`src/rtl/demux_1to8_stream.sv`:
```
// rtl/demux_1to8_stream.sv - registered 1-to-8 valid/ready stream demultiplexer
// Optional round-robin steering via DEMUX_1TO8_STREAM_RR_EN (adds rr_mode port).
module demux_1to8_stream #(
  parameter int WIDTH = 8
) (
  input  logic                 clk,
  input  logic                 rst_n,
  input  logic [WIDTH-1:0]     in_data,
  input  logic [2:0]           in_sel,
  input  logic                 in_valid,
  output logic                 in_ready,
`ifdef DEMUX_1TO8_STREAM_RR_EN
  input  logic                 rr_mode,
`endif
  output logic [8*WIDTH-1:0]   out_data,
  output logic [7:0]           out_valid,
  input  logic [7:0]           out_ready,
  output logic                 ch_busy
);

  logic [2:0] dst;
  logic       accept;

`ifdef DEMUX_1TO8_STREAM_RR_EN
  logic [2:0] ptr_q, ptr_d;

  always_comb begin
    ptr_d = ptr_q;
    dst   = rr_mode ? ptr_q : in_sel;
    // Pointer only advances on accepts made while round-robin steering is active.
    if (accept && rr_mode) begin
      ptr_d = ptr_q + 3'd1;
    end
  end

  always_ff @(posedge clk or negedge rst_n) begin
    if (!rst_n) begin
      ptr_q <= 3'd0;
    end else begin
      ptr_q <= ptr_d;
    end
  end
`else
  always_comb begin
    dst = in_sel;
  end
`endif

  // A full slot that drains this cycle can take the next beat with no bubble.
  assign in_ready = !out_valid[dst] || out_ready[dst];
  assign accept   = in_valid && in_ready;
  assign ch_busy  = |out_valid;

  for (genvar k = 0; k < 8; k++) begin : g_ch
    logic             vld_q, vld_d;
    logic [WIDTH-1:0] dat_q, dat_d;
    logic             load;

    always_comb begin
      load  = accept && (dst == 3'(k));
      vld_d = vld_q;
      dat_d = dat_q;
      if (load) begin
        vld_d = 1'b1;
        dat_d = in_data;
      end else if (out_ready[k]) begin
        vld_d = 1'b0;
      end
    end

    always_ff @(posedge clk or negedge rst_n) begin
      if (!rst_n) begin
        vld_q <= 1'b0;
        dat_q <= '0;
      end else begin
        vld_q <= vld_d;
        dat_q <= dat_d;
      end
    end

    assign out_valid[k]                 = vld_q;
    assign out_data[k*WIDTH +: WIDTH]   = dat_q;
  end

endmodule

```
`config.mk`:
```
export PLATFORM = sky130hd
export DESIGN_NAME = demux_1to8_stream
export DESIGN_NICKNAME = d
export VERILOG_FILES = /design/src/rtl/demux_1to8_stream.sv
export SDC_FILE = /design/constraint.sdc
export NUM_CORES = 1
export LEC_CHECK = 0
export ABC_CLOCK_PERIOD_IN_PS = 2200
export CAP_MARGIN = 20
export CORE_UTILIZATION = 35
export DETAILED_ROUTE_END_ITERATION = 16
export DONT_BUFFER_PORTS = 1
export GPL_ROUTABILITY_DRIVEN = 0
export HOLD_SLACK_MARGIN = 0.06
export PLACE_DENSITY = 0.46
export SETUP_SLACK_MARGIN = 0.4
export SLEW_MARGIN = 0
export SYNTH_ARGS = -nofsm -noshare
export SYNTH_HDL_FRONTEND = slang
export SYNTH_SLANG_ARGS = --single-unit
```
`constraint.sdc`:
```
create_clock -name clk -period 2.2 [get_ports clk]
set_input_delay 0.44 -clock clk [delete_from_list [all_inputs] [get_ports clk]]
set_output_delay 0.44 -clock clk [all_outputs]
set_load 0.02 [all_outputs]
```
==> results.cfg <==
[yosys]
seq_area_frac_synth_pct = 61.9
synth.distinct_cells = 18
yosysWarnings = 0
synth_area_per_cell_um2 = 15.7
syn-num-nets = 207
ys_seq_elements = 72
synth_cells = 185
synth.cell_area_um2 = 2910

[timing]
layout_worst_path_cycle_share_pct = 96.7
relSlewSlack_pct = 58.2
finalHoldViolCount = 72
tns_ns = 0
worstMarginPinSlew_ns = 0.626
fin_skew_ns = 0.0108
fin_crit_ns = 2.13
fmax_mhz = 470
holdWs_ns = -0.213
drv_slew = 0
finalSetupViolCount = 0
fin_ws_ns = 0.0729
rsz0062_at_grt = true

[route]
via_per_inst = 5.19
routed_wl_um = 6570
dr_total_vias = 1546
drc = 0
drt_iter0_markers = 18
avgRoutedWirePerCell_um = 22.1
first_pass_iters = 4
drtAntennaViolNets = 0

[grt]
grt_overflow = 0
grtUsageTotal_pct = 16.1
grt_pass1_vias = 1736
antenna_found_initial = 0
grt_pass1_wl_um = 9990
grt_max_degree = 73

[clocking]
cts_root_buffer = clkbuf_8
clk_latency_ns = 0.34
cts.clk_slew.worst_paths_ns = 0.08
ctsLongestPathBuffers = 2
cts_setup_buffers = 0
cts_tree = yes
cts_buffers = 9
ctsHtreeMaxLevel = 3
cts_sinks = 72

[final_layout]
final_cell_area_um2 = 3280
utilization_pct = 41.6
nets = 213
diodes = 0
area_growth_pct = 12.5
drive_above_1_share_pct = 54.1

[floorplan]
ios = 96
core_area_um2 = 7890
dieArea_um2 = 8690
die_height_um = 93.2
die_x_um = 93.2
initial_utilization_pct = 36.9
num_rows = 32

[placed_design]
post-place-ws_ns = 0.306
io_buffers = 0
dp_hpwl_um = 4600
placed_area_um2 = 3000

[critical_path]
start_kind = register
cp_cell_sequence = nand2b_4, mux4_2, mux2_4
critPathMaxStageDelay_ns = 0.48
path_class = reg -> out
crit_path_end_kind = primary output
crit_required_ns = 1.76
crit_arrival_ns = 1.69
crit_fanout = 3
crit_path_top_delay_cell = mux4_2

[pwr]
power_density_nw_per_um2 = 1130
peakVddDrop_uv = 561
p_leak_nw = 1.43

[min_path]
worst_hold_path_type = in -> async

[job]
cap_violations = 0

[outcome]
status = complete, but fails checks
failed_checks = negative hold slack
## area by class of cell
class | count | area, µm²
well taps | 102 | 128
clock inverters | 5 | 104
clock buffers | 11 | 131
flip-flops and latches | 72 | 1810
multi-input cells | 102 | 1060
fillers | 709 | 4610
repair buffers | 6 | 45.0
## worst paths after layout
kind / start / slack [ns] / to / depth (start not counted)
setup / recovery: g_ch[3].vld_q / 0.07 / in_ready / 3
hold / removal: rst_n / -0.21 / g_ch[1].vld_q / 0
setup reg to reg: g_ch[7].vld_q / 0.53 / g_ch[7].dat_q[3] / 3
hold reg to reg: g_ch[2].vld_q / 0.54 / g_ch[2].vld_q / 2
max in group asynchronous: rst_n / 2.29 / g_ch[4].dat_q[6] / 0
min in group clk: in_data[6] / 0.25 / g_ch[2].dat_q[6] / 1
## power by group
group	total (mW)	internal (mW)	switching [mW]
Clock	1.24	0.757	0.483
Combinational	0.333	0.224	0.109
Sequential	2.14	1.60	0.545
Total	3.72	2.58	1.14
## stage by stage
stage | power [mW] | std cells
floorplan | 2.39 | 185
global placement | 2.48 | 282
detailed placement | 2.50 | 282
CTS | 3.76 | 298
global route | 3.88 | 298
finish | 3.72 | 298
## flip-flops by register name, summed over array words and instances (netlist names)
register,flops
g_ch.vld_q,8
g_ch.dat_q,64
## layout by cell type, fill, tap and decap left out
cell type	n
and3b_1	2
buf_4	6
bufinv_16	3
clkbuf_1	2
clkbuf_8	9
clkinv_2	1
dfrtp_1	66
dfrtp_2	6
inv_6	1
mux2_2	64
mux2_4	1
mux4_2	2
nand2_1	7
nand2_2	2
nand2b_1	4
nand2b_4	5
nand3_2	2
nand3b_2	1
nand4_2	1
nor2_1	1
nor2b_1	2
nor3b_4	2
nor4_1	2
o21ai_0	4
## critical path: cells and delay by family, from the launching register on
family / cells / cell delay, ns
flops: 1 / 0.47
mux: 2 / 0.80
simple gates: 1 / 0.08
## synthesized netlist by cell type
cell	instances	area share (%)
buf_2	1	0.17
nand2_1	7	0.90
nand3_2	2	0.69
nand3b_2	1	0.39
nor2_1	1	0.13
nor3b_4	2	1.3
nand2_2	2	0.43
dfrtp_1	72	62
mux2_2	65	25
mux4_1	2	1.8
buf_6	1	0.39
nor4_1	2	0.43
and3b_1	2	0.60
buf_4	9	2.3
nand4_2	1	0.43
nor2b_1	2	0.43
o21ai_0	4	0.69
nand2b_1	9	1.9
## metal layers
layer | vias to the layer above | track usage (%) | part of all wire [%]
li1 | 660 | - | -
met1 | 808 | 19.1 | 40
met2 | 67 | 26.6 | 50
met3 | 11 | 5.20 | 7.8
met4 | 0 | 6.92 | 1.7
met5 | - | 0 | 0
## repair_timing
item,4_1_cts,5_1_grt
hold endpoints to repair,72,72
cloned,0,0
endpoints found under the setup margin,2,2
resized for setup,9,2
## cells by family after synthesis
family / synth area share, %
buf+inv: 2.88
simple gates: 7.65
mux: 26.9
compound gates: 0.687
flops: 61.9
No activity file was read; power rests on OpenSTA's default activity.
